[config.mk]
export PLATFORM = sky130hd
export DESIGN_NAME = maxi_rd_arbiter_flat
export DESIGN_NICKNAME = d
export VERILOG_FILES = /design/src/rtl/maxi_rd_arbiter_if.sv /design/src/rtl/maxi_rd_arbiter.sv /design/src/flat_wrapper.sv
export SDC_FILE = /design/constraint.sdc
export NUM_CORES = 1
export LEC_CHECK = 0
export ABC_AREA = 1
export CAP_MARGIN = 20
export CORE_AREA = 2 2 128 130
export CTS_CLUSTER_DIAMETER = 40
export DETAILED_ROUTE_END_ITERATION = 6
export DIE_AREA = 0 0 130 132
export SYNTH_ARGS = -nofsm -noshare
export SYNTH_HDL_FRONTEND = slang
export SYNTH_SLANG_ARGS = --single-unit
[constraint.sdc]
create_clock -name CLK -period 2.3 [get_ports CLK]
set_input_delay 0.46 -clock CLK [delete_from_list [all_inputs] [get_ports CLK]]
set_output_delay 0.46 -clock CLK [all_outputs]
set_load 0.05 [all_outputs]
[src/rtl/maxi_rd_arbiter_if.sv]
// maxi_rd_arbiter_if: one burst-read channel (AR request + R beats), valid carried in the bus MSB.
// The master modport issues requests; the slave modport accepts them and returns beats.
interface maxi_rd_arbiter_if #(parameter int ADDR_W = 32, parameter int DATA_W = 64);
  logic [ADDR_W:0] ARADDR;
  logic [3:0] ARLEN;
  logic ARADDR_ready;
  logic [DATA_W:0] RDATA;
  logic RLAST;
  logic [1:0] RRESP;
  logic RDATA_ready;
  modport master (output ARADDR, ARLEN, RDATA_ready, input ARADDR_ready, RDATA, RLAST, RRESP);
  modport slave (input ARADDR, ARLEN, RDATA_ready, output ARADDR_ready, RDATA, RLAST, RRESP);
endinterface

[src/rtl/maxi_rd_arbiter.sv]
// maxi_rd_arbiter: round-robin share of one MAXI read port between two burst readers.
// Owners of accepted bursts are queued in order; R beats are steered to the head owner until RLAST.
module maxi_rd_arbiter #(
  parameter int ADDR_W = 32,
  parameter int DATA_W = 64,
  parameter int OUTST = 4
) (
  input  logic CLK,
  input  logic reset,
  maxi_rd_arbiter_if.slave r0,
  maxi_rd_arbiter_if.slave r1,
  maxi_rd_arbiter_if.master m,
  output logic [1:0] M_ARSIZE,
  output logic [1:0] M_ARBURST,
  output logic [$clog2(OUTST):0] outstanding,
  output logic err_orphan
);
  localparam int PW = $clog2(OUTST);
  logic ar_v_q, ar_v_d;
  logic [ADDR_W-1:0] ar_addr_q, ar_addr_d;
  logic [3:0] ar_len_q, ar_len_d;
  logic rr_last_q, rr_last_d;
  logic [OUTST-1:0] own_q, own_d;
  logic [PW-1:0] wp_q, wp_d, rp_q, rp_d;
  logic [PW:0] cnt_q, cnt_d;
  logic err_q, err_d;
  logic v0, v1, gnt, gnt_idx, ne, h, mv, rdy, pop;
  always_comb begin
    v0 = r0.ARADDR[ADDR_W];
    v1 = r1.ARADDR[ADDR_W];
    gnt_idx = (v0 && v1) ? !rr_last_q : v1;
    // a pop in this cycle does not free a slot until the count register updates
    gnt = !reset && (v0 || v1) && (!ar_v_q || m.ARADDR_ready) && cnt_q < (PW+1)'(OUTST);
    ne = cnt_q != '0;
    h = own_q[rp_q];
    mv = m.RDATA[DATA_W];
    rdy = ne && (h ? r1.RDATA_ready : r0.RDATA_ready);
    pop = mv && rdy && m.RLAST;
    ar_v_d = gnt || (ar_v_q && !m.ARADDR_ready);
    ar_addr_d = gnt ? (gnt_idx ? r1.ARADDR[ADDR_W-1:0] : r0.ARADDR[ADDR_W-1:0]) : ar_addr_q;
    ar_len_d = gnt ? (gnt_idx ? r1.ARLEN : r0.ARLEN) : ar_len_q;
    rr_last_d = gnt ? gnt_idx : rr_last_q;
    own_d = own_q;
    own_d[wp_q] = gnt ? gnt_idx : own_q[wp_q];
    wp_d = wp_q + PW'(gnt);
    rp_d = rp_q + PW'(pop);
    cnt_d = cnt_q + (PW+1)'(gnt) - (PW+1)'(pop);
    err_d = err_q || (mv && !ne);
  end
  always_ff @(posedge CLK or posedge reset)
    if (reset) begin
      ar_v_q <= 1'b0;
      ar_addr_q <= '0;
      ar_len_q <= '0;
      rr_last_q <= 1'b1;
      own_q <= '0;
      wp_q <= '0;
      rp_q <= '0;
      cnt_q <= '0;
      err_q <= 1'b0;
    end else begin
      ar_v_q <= ar_v_d;
      ar_addr_q <= ar_addr_d;
      ar_len_q <= ar_len_d;
      rr_last_q <= rr_last_d;
      own_q <= own_d;
      wp_q <= wp_d;
      rp_q <= rp_d;
      cnt_q <= cnt_d;
      err_q <= err_d;
    end
  assign r0.ARADDR_ready = gnt && !gnt_idx;
  assign r1.ARADDR_ready = gnt && gnt_idx;
  assign r0.RDATA = (ne && !h) ? m.RDATA : '0;
  assign r1.RDATA = (ne && h) ? m.RDATA : '0;
  assign r0.RLAST = ne && !h && m.RLAST;
  assign r1.RLAST = ne && h && m.RLAST;
  assign r0.RRESP = (ne && !h) ? m.RRESP : 2'b00;
  assign r1.RRESP = (ne && h) ? m.RRESP : 2'b00;
  assign m.ARADDR = {ar_v_q, ar_addr_q};
  assign m.ARLEN = ar_len_q;
  assign m.RDATA_ready = rdy;
  assign M_ARSIZE = 2'b11;
  assign M_ARBURST = 2'b01;
  assign outstanding = cnt_q;
  assign err_orphan = err_q;
endmodule

[src/flat_wrapper.sv]
// flat-port wrapper written by rule: the top's interface ports become plain ports
module maxi_rd_arbiter_flat 
#(
  parameter int ADDR_W = 32,
  parameter int DATA_W = 64,
  parameter int OUTST = 4
)
  (CLK, reset, M_ARSIZE, M_ARBURST, outstanding, err_orphan, r0_ARADDR, r0_ARLEN, r0_RDATA_ready, r0_ARADDR_ready, r0_RDATA, r0_RLAST, r0_RRESP, r1_ARADDR, r1_ARLEN, r1_RDATA_ready, r1_ARADDR_ready, r1_RDATA, r1_RLAST, r1_RRESP, m_ARADDR, m_ARLEN, m_RDATA_ready, m_ARADDR_ready, m_RDATA, m_RLAST, m_RRESP);
  maxi_rd_arbiter_if #(.ADDR_W(ADDR_W), .DATA_W(DATA_W)) r0_i ();
  maxi_rd_arbiter_if #(.ADDR_W(ADDR_W), .DATA_W(DATA_W)) r1_i ();
  maxi_rd_arbiter_if #(.ADDR_W(ADDR_W), .DATA_W(DATA_W)) m_i ();
  input  logic CLK;
  input  logic reset;
  output logic [1:0] M_ARSIZE;
  output logic [1:0] M_ARBURST;
  output logic [$clog2(OUTST):0] outstanding;
  output logic err_orphan;
  input wire logic [$bits(r0_i.ARADDR)-1:0] r0_ARADDR;
  input wire logic [$bits(r0_i.ARLEN)-1:0] r0_ARLEN;
  input wire logic [$bits(r0_i.RDATA_ready)-1:0] r0_RDATA_ready;
  output wire logic [$bits(r0_i.ARADDR_ready)-1:0] r0_ARADDR_ready;
  output wire logic [$bits(r0_i.RDATA)-1:0] r0_RDATA;
  output wire logic [$bits(r0_i.RLAST)-1:0] r0_RLAST;
  output wire logic [$bits(r0_i.RRESP)-1:0] r0_RRESP;
  input wire logic [$bits(r1_i.ARADDR)-1:0] r1_ARADDR;
  input wire logic [$bits(r1_i.ARLEN)-1:0] r1_ARLEN;
  input wire logic [$bits(r1_i.RDATA_ready)-1:0] r1_RDATA_ready;
  output wire logic [$bits(r1_i.ARADDR_ready)-1:0] r1_ARADDR_ready;
  output wire logic [$bits(r1_i.RDATA)-1:0] r1_RDATA;
  output wire logic [$bits(r1_i.RLAST)-1:0] r1_RLAST;
  output wire logic [$bits(r1_i.RRESP)-1:0] r1_RRESP;
  output wire logic [$bits(m_i.ARADDR)-1:0] m_ARADDR;
  output wire logic [$bits(m_i.ARLEN)-1:0] m_ARLEN;
  output wire logic [$bits(m_i.RDATA_ready)-1:0] m_RDATA_ready;
  input wire logic [$bits(m_i.ARADDR_ready)-1:0] m_ARADDR_ready;
  input wire logic [$bits(m_i.RDATA)-1:0] m_RDATA;
  input wire logic [$bits(m_i.RLAST)-1:0] m_RLAST;
  input wire logic [$bits(m_i.RRESP)-1:0] m_RRESP;
  assign r0_i.ARADDR = r0_ARADDR;
  assign r0_i.ARLEN = r0_ARLEN;
  assign r0_i.RDATA_ready = r0_RDATA_ready;
  assign r0_ARADDR_ready = r0_i.ARADDR_ready;
  assign r0_RDATA = r0_i.RDATA;
  assign r0_RLAST = r0_i.RLAST;
  assign r0_RRESP = r0_i.RRESP;
  assign r1_i.ARADDR = r1_ARADDR;
  assign r1_i.ARLEN = r1_ARLEN;
  assign r1_i.RDATA_ready = r1_RDATA_ready;
  assign r1_ARADDR_ready = r1_i.ARADDR_ready;
  assign r1_RDATA = r1_i.RDATA;
  assign r1_RLAST = r1_i.RLAST;
  assign r1_RRESP = r1_i.RRESP;
  assign m_ARADDR = m_i.ARADDR;
  assign m_ARLEN = m_i.ARLEN;
  assign m_RDATA_ready = m_i.RDATA_ready;
  assign m_i.ARADDR_ready = m_ARADDR_ready;
  assign m_i.RDATA = m_RDATA;
  assign m_i.RLAST = m_RLAST;
  assign m_i.RRESP = m_RRESP;
  maxi_rd_arbiter #(.ADDR_W(ADDR_W), .DATA_W(DATA_W), .OUTST(OUTST)) u_core (.CLK(CLK), .reset(reset), .r0(r0_i), .r1(r1_i), .m(m_i), .M_ARSIZE(M_ARSIZE), .M_ARBURST(M_ARBURST), .outstanding(outstanding), .err_orphan(err_orphan));
endmodule
After elaboration in Yosys (flattened, before gate mapping)
Index checks and enable logic that the tools add are counted.
{"block": "totals", "input_bits": 147, "elab_cells": 61, "out_inout_bits": 184, "regBits": 50}
{"block": "op_classes", "n_lt_le_gt_ge": 4, "n_reduce_logical": 28, "add_sub_neg": 4, "mux": 16}
{"op": "2-to-1 mux 65 bit", "count": 2}
{"op": "2-to-1 mux 32 bit", "count": 1}
{"op": "logical AND 1 bit", "count": 16}
{"op": "zero test 1 bit", "count": 7}
{"op": "< comparator 2 x 3 -> 1 bit (second input constant)", "count": 2}
{"op": "2-to-1 mux 1 bit", "count": 6}
{"op": "adder 2 x 1 -> 2 bit", "count": 2}
{"op": "binary-select mux 1 bit (select 2 bit)", "count": 2}
{"op": "bitwise mux 4 bit", "count": 1}
{"op": "logical OR 1 bit", "count": 4}
{"op": "2-to-1 mux 2 bit", "count": 2}
{"op": "2-to-1 mux 4 bit", "count": 1}
{"op": "adder 3 x 1 -> 3 bit", "count": 1}
{"op": "< comparator 3 bit (second input constant)", "count": 1}
{"op": "nonzero test 3 bit", "count": 1}
{"op": "subtractor 3 x 1 -> 3 bit", "count": 1}
{"op": "demux 1 bit (select 2 bit)", "count": 1}
{"op": ">= comparator 2 x 1 -> 1 bit (second input constant)", "count": 1}

Logic depth before layout (Yosys ltp)
Gate-level depths: netlist of run 1.
{"block": "logic_depth", "ltp_word": 7, "depth_mapped": 13, "mapped_depth_nobuf": 13}

Worst setup path after synthesis of run 1
OpenSTA, ideal clock, no wires.
{"block": "synth_timing", "path_kind": "register -> register", "from": "register u_core.cnt_q[1], in the netlist u_core.outstanding[1]", "to": "register u_core.cnt_q[2], in the netlist u_core.outstanding[2]", "t_required_ps": 2156, "arrival_ps": 2463, "path_stages_with_launch": 12, "setup_ps": 144, "period_less_slack_ps": 2607, "path_buffers": 0, "path_slack_ps": -307, "path_cell_list": "dfrtp_1 > inv_1 > nand3_1 > nand4_1 > nand2_2 > nand2_1 > nand2_1 > nand2_1 > ha_1 > fa_1 > xnor2_1 > xor2_1"}
{"block": "synth_via", "elab_chain_len": 5, "elab_cells_between_ends": 8, "cone_classes": "add/sub (2); order compare (1); reduce/logical (5)"}
{"element": "start: declaration", "line": "maxi_rd_arbiter.sv:25", "source": "logic [PW:0] cnt_q, cnt_d;"}
{"element": "start signal: assignment", "line": "maxi_rd_arbiter.sv:69", "source": "cnt_q <= cnt_d;"}
{"element": "nonzero test 3 bit", "line": "maxi_rd_arbiter.sv:34", "source": "ne = cnt_q != '0;"}
{"element": "logical AND 1 bit", "line": "maxi_rd_arbiter.sv:37", "source": "rdy = ne && (h ? r1.RDATA_ready : r0.RDATA_ready);"}
{"element": "via m_RDATA_ready", "line": "flat_wrapper.sv:34", "source": "output wire logic [$bits(m_i.RDATA_ready)-1:0] m_RDATA_ready;"}
{"element": "logical AND 1 bit (2 in series)", "line": "maxi_rd_arbiter.sv:38", "source": "pop = mv && rdy && m.RLAST;"}
{"element": "subtractor 3 x 1 -> 3 bit", "line": "maxi_rd_arbiter.sv:47", "source": "cnt_d = cnt_q + (PW+1)'(gnt) - (PW+1)'(pop);"}
{"element": "via u_core.cnt_d[2]", "line": "maxi_rd_arbiter.sv:25"}
The timed path passes the listed nets, and every way through them passes these cells.
A chain may end at the register's enable or synchronous reset.

Final worst setup path of run 1
{"block": "layout_timing", "from": "register u_core.cnt_q[1], in the netlist u_core.outstanding[1]", "to": "output port r0_RRESP[1]"}
{"block": "layout_via", "elab_chain_len": 3}
{"element": "nonzero test 3 bit", "line": "maxi_rd_arbiter.sv:34"}
{"element": "logical AND 1 bit", "line": "maxi_rd_arbiter.sv:78", "source": "assign r0.RRESP = (ne && !h) ? m.RRESP : 2'b00;"}
{"element": "2-to-1 mux 2 bit", "line": "maxi_rd_arbiter.sv:78"}
{"element": "end: declaration", "line": "flat_wrapper.sv:24", "source": "output wire logic [$bits(r0_i.RRESP)-1:0] r0_RRESP;"}
Every way passes these cells.

==> results of run 1 <==
-- logic make-up (layout without fill, tap and decap cells) --
group / Yosys count / count (layout) / synth area share, %
flops: 50 / 50 / 38.49
other cells: 2 / 5 / 0.2308
simple gates: 327 / 327 / 42.37
fa+ha+maj: 3 / 3 / 1.384
buf+inv: 110 / 441 / 15.49
compound gates: 7 / 7 / 1.230
xor+xnor: 3 / 3 / 0.8075
-- routing by layer --
layer  wire length, µm  GRT usage, %
met1              5959         18.43
met2              8867         34.85
met3              1411         4.992
met4               280         4.002
met5                 0             0
-- area by class of cell --
| class | instances | area (µm²) |
|---|---|---|
| clock inverter | 3 | 48.80 |
| sequential | 50 | 1257 |
| multi-input combinational | 344 | 1648 |
| antenna | 1 | 2.502 |
| inverter | 81 | 305.3 |
| clock buffer | 5 | 125.1 |
| tap | 216 | 270.3 |
| fill | 1492 | 7523 |
| timing repair buffer | 352 | 4532 |
-- worst min path at each step --
stage                               start                     to  slack (ns)  cells past startpoint
floorplan                 u_core.own_q[3]        u_core.own_q[3]        0.47                      2
global placement        u_core.err_orphan      u_core.err_orphan        0.46                      1
detailed placement      u_core.err_orphan      u_core.err_orphan        0.48                      1
CTS                     u_core.err_orphan      u_core.err_orphan        0.50                      1
global route        u_core.outstanding[1]  u_core.outstanding[2]        0.52                      1
finish                  u_core.err_orphan      u_core.err_orphan        0.49                      1
-- registers in the layout (all words and copies together) (netlist names) --
name,count
u_core.m.ARLEN,4
u_core.wp_q,2
u_core.rr_last_q,1
u_core.ar_v_q,1
u_core.ar_addr_q,32
u_core.outstanding,3
u_core.err_orphan,1
u_core.rp_q,2
u_core.own_q,4
-- repair_timing --
| item | CTS | global route |
|---|---|---|
| gates resized for setup | 3 | 42 |
| gates cloned | 0 | 4 |
| pin swaps | 0 | 3 |
| endpoints found under the setup margin | 97 | 84 |
-- through the flow --
| stage | utilization [%] | cells | hold WS, ns | setup TNS [ns] | cell area [µm²] |
|---|---|---|---|---|---|
| after floorplan | - | 504 | 0.4746 | -1.251 | 3271 |
| after global placement | 49.52 | 1039 | 0.4638 | -0.03236 | 7781 |
| after detailed placement | 49.52 | 1039 | 0.4794 | -0.08643 | 7781 |
| after CTS | 50.72 | 1047 | 0.4992 | -0.03582 | 7970 |
| after global routing | 52.12 | 1052 | 0.5159 | -0.1067 | 8189 |
| final | 52.12 | 1052 | 0.4879 | 0 | 8189 |
-- critical path: stages (launching register included) --
cell and delay (ns):
dfrtp_2 0.43, inv_1 0.14, nand3_4 0.13, buf_4 0.17, nand2_4 0.17, buf_12 0.20
nor2_1 0.05, buf_4 0.18
-- layout by cell type (no fill, tap or decap) --
cell	n
fa_2	1
dfrtp_1	45
nor2_2	41
nor2_1	100
o21ai_0	2
clkbuf_16	7
nand2_1	127
nand3_4	4
nor2_4	3
buf_4	52
diode_2	1
o21a_1	1
nand2_2	5
buf_8	1
xor2_1	2
conb_1	4
buf_6	2
inv_8	1
ha_1	2
o21bai_1	1
clkinvlp_4	1
a21oi_1	3
inv_1	77
dfrtp_2	4
nand3_2	2
xnor2_2	1
nand2_4	3
clkinv_2	1
dfstp_2	1
nand3_1	39
inv_2	3
clkdlybuf4s50_1	185
buf_12	110
nand4_1	3
bufinv_16	1
==> impl_results.md, run 1 <==
* Synth cell count leaders: nand2_1, nor2_1, inv_1
* Highest clock rate at 448.5 MHz
* Setup WS post-layout at 0.07044 ns
* Number of setup buffers added after CTS at 0
* Area contributors post-synth: dfrtp_1, nand2_1, nor2_1
* Cell variety after synth at 25
* Crit path launch type: flop
* Setup-failing EPs final at 0
* Total of max-cap violations at 0
* DIE AREA at about 0.017 mm²
* Internal reg-to-reg setup slack at 0.18 ns
* Mean Syn Cell Area at between 6 and 7 µm²
* DP Wirelength at around 14000 µm
* I/O Pins at between 300 and 400
* Max Clock Skew at between 0.007 and 0.008 ns
* Ratio of cells with drive above 1 in the final layout at 29.22%
* Drt first pass iters at 4
* Final Max Slew Viols at 0
* DR vias/cell at between 4 and 5
* Pre-CTS WS at -0.08152 ns
* Total GRT Usage at 17.84%
* Number of global-route vias before repair at 4102
* Most used flip-flop cell after synthesis: dfrtp_1
* Die H at approximately 130 µm
* Worst min-delay path category: reg2reg
* Initial antenna violation count at 1
* Period Utilization, post-route at 96.94%
* # H-tree levels at 2
* DR iter-0 viols at around 110
* Syn-to-layout area delta at 151.6%
* Width of the die at 130 µm
* Initial Utilization at 20.71%
* # hold bufs at CTS at 0
* Most numerous cell in the Yosys netlist: nand2_1
* Required time of the critical path at 1.84 ns
* Max_slew headroom at ~64%
* Largest area contributor in the netlist: dfrtp_1
* Slew @ Worst Pin at 0.5327 ns
* Arr. time, crit path at 1.77 ns
* Worst r2r path cells at 13
* Core region area at ~0.016 mm²
* Root buf cell: clkbuf_16
* Routed length per instance at around 16 µm
* Grt ovf at 0
* Clock slew at reported path FFs at 0.07 ns
* CP Max Fanout at 17
* Status: finished, final reports clean
* Final wirelength at approximately 17000 µm
* CTS tree: built
* Setup crit start: u_core.outstanding[1]
* Critical Path Sink: r0_RRESP[1]
* RD Place Congestion at 0.8026
* Top-area cell type share of the netlist area at 37.68%
* Post-route minimum period at 2.230 ns
* Detailed-route DRC error count at 0
* Gate Count Post-Synth at between 500 and 600
* CP endpoint kind: output port
* Mapped cell area at 0.003254 mm²
* First-pass GRT wire length at 23380 µm
* CTS Buf Count at 5
* Async set-reset flop share out of synthesis at 100.0%
* Via count at 4232
* Clock buffer depth at 2
* R2r endpoint: u_core.outstanding[2]
* Register area share after synthesis at 38.49%
* RSZ-0062 raised after global routing: true
* Synthesized flop and latch total at 50
* Num rows at 46
* Clock sinks at 50
* Warnings, synthesis at 0
* Nets at 984
* Number of synthesized flops with an enable pin at 0
* Fin. Hold Viols at 0
* Worst-skew pair later-pin latency at 0.29 ns
* Port bufs at 326
* Largest net degree at the start of global routing at 52
* Critical R2R Launch: u_core.rp_q[0]
* Final antenna-violating net count at 0
* Kind of critical path: reg2out
Power of run 1 is not shown: default switching activity piles up to over one toggle a cycle in this logic, so the estimate is an artifact.
==> inputs of run 2 (changes only) <==
Settings changed: CORE_AREA 2 2 128 130 to 2 2 127 129, DIE_AREA 0 0 130 132 to 0 0 129 131.
Clock period 2.3 ns to 2 ns, I/O delays scaled along.
==> run 2 against run 1 <==
  * The run now ends with setup timing left
  * Cell area is 14% higher
  * Register-to-register slack worse by 0.20 ns
  * Sequential share of layout area is 1.9 points lower
  * Sequential cell count stayed put
  * Largest cell class unchanged
==> impl_results.md, run 2 (synthesized netlist as in run 1, its figures left out) <==
* Setup WS post-layout at -0.1370 ns
* Setup_tns at -13.95 ns
* DR vias/cell at 4.098
* Pre-CTS WS at -0.1901 ns
* Grt ovf at 0
* Internal reg-to-reg setup slack at -0.02 ns
* CP endpoint kind: output port
* Worst min-delay path category: in2async
* Fin Hold WS at roughly 0.13 ns
* Arr. time, crit path at 1.74 ns
* Slowest-stage cell, CP: dfrtp_2
* Fin. Hold Viols at 0
* DIE AREA at between 0.015 and 0.02 mm²
* Initial antenna violation count at 0
* Met1 GRT Util at 21.35%
* First-pass GRT wire length at roughly 24000 µm
* Worst-skew pair later-pin latency at slightly below 0.3 ns
* Period Utilization, post-route at 106.9%
* Most frequent cells in the layout: clkdlybuf4s50_1, buf_12, nand2_1, inv_1, nor2_4
* Final Max Slew Viols at 0
* Crit path launch type: flop
* Met2 Use GR at around a third
* Post-route minimum period at 2.137 ns
* CTS Buf Count at 5
* Max Clock Skew at approximately 0.008 ns
* # H-tree levels at 2
* Total GRT Usage at 18.23%
* Nets at 992
* Routed length per instance at 15.82 µm
* Highest clock rate at ~470 MHz
* Clock sinks at 50
* DR iter-0 viols at 114
* Violations in the final reports: setup timing
* Most common cell after layout, fill and taps aside: clkdlybuf4s50_1
* Worst r2r path cells at 12
* Critical R2R Launch: u_core.rp_q[0]
* CP max stage delay at about 0.44 ns
* Setup-failing EPs final at 132
* Largest net degree at the start of global routing at 38
* CP top delay family: buffers and inverters
* Busiest grt layer: met2
* Ratio of cells with drive above 1 in the final layout at about two fifths
* Final wirelength at 16750 µm
* Multi-input gate area at between 0.002 and 0.0025 mm²
* Max_slew headroom at 63.44%
* Die H at 131 µm
* RSZ-0062 raised after global routing: true
* CP bufs+invs at 4
* Post-layout util at 60.04%
* RD Place Congestion at 0.8008
* Drt first pass iters at 4
* DP Wirelength at between 10000 and 15000 µm
* Width of the die at 129 µm
* CP Max Fanout at 35
* Slew @ Worst Pin at between 0.5 and 0.6 ns
* Via count at 4340
* Clock slew at reported path FFs at 0.07 ns
* Total of max-cap violations at 0
* N_diodes at 0
* Initial Utilization at 20.86%
* Syn-to-layout area delta at 187.8%
* GR Util met3 at 5.334%
* Port bufs at 326
* Cell breakdown of the critical path: inv_2, nand3_4, buf_6, nand3_4, buf_12, nor2_2, buf_12
* Biggest register: u_core.ar_addr_q
* Root buf cell: clkbuf_16
* Detailed-route DRC error count at 0
* Final antenna-violating net count at 0
* CTS tree: built
* R2r endpoint: u_core.outstanding[2]
* Required time of the critical path at 1.60 ns
* Number of global-route vias before repair at 4006
* Clock buffer depth at 2
* I/O Pins at 331
* Status: complete, but fails checks
* Kind of critical path: reg2out
* Num rows at 46
* FF+latch area at between 0.001 and 0.0015 mm²
* Core region area at between 0.015 and 0.02 mm²
* Filler cell count at 1312
* Max reg flops at 32
[run 2: changes by cell type in the layout (fill, tap and decap cells not counted), moves of 7 or more]
cell,change
nor2_1,-94
buf_12,+36
nor2_4,+68
nor2_2,+26
clkdlybuf4s50_1,-7
buf_4,-30
[run 2: worst max-delay path by stage]
stage / start / to / slack [ns] / cells after the start
2_1_floorplan: u_core.outstanding[2] / r1_RDATA[45] / -0.18 / 6
4_1_cts: u_core.rp_q[0] / r1_RDATA[46] / -0.17 / 8
5_1_grt: u_core.rp_q[0] / r0_RDATA[8] / -0.21 / 9
3_5_place_dp: r1_RDATA_ready / u_core.outstanding[2] / -0.19 / 10
6_report: u_core.outstanding[2] / r1_RDATA[53] / -0.14 / 7
3_3_place_gp: m_RLAST / u_core.outstanding[2] / -0.18 / 10
[run 2: repair_timing]
item / in CTS / in global routing
endpoints found under the setup margin: 139 / 139
setup buffers: 1 / 1
resized for setup: 84 / 42
pin swaps: 0 / 3
hold buffers: 0 / 0
cloned: 3 / 4
[run 2: layout make-up]
cell class	instances	share of cell area [%]
clock inverters	3	0.4810
multi-input cells	346	24.06
clock buffers	5	1.336
inverters	81	3.260
well taps	216	2.886
flip-flops and latches	50	13.43
repair buffers	358	54.55
[run 2: layer usage]
layer	share of wire, %	up-vias
li1	-	2146
met1	37	1999
met2	53	185
met3	8.4	10
met4	1.0	0
met5	0	-
[run 2: per-stage QoR]
stage / instances / cell area [µm²]
after detailed placement: 1042 / 8519
after CTS: 1054 / 9101
after floorplan: 504 / 3496
after global placement: 1042 / 8519
final: 1059 / 9365
after global routing: 1059 / 9365
Power of run 2 is left out for the same reason.
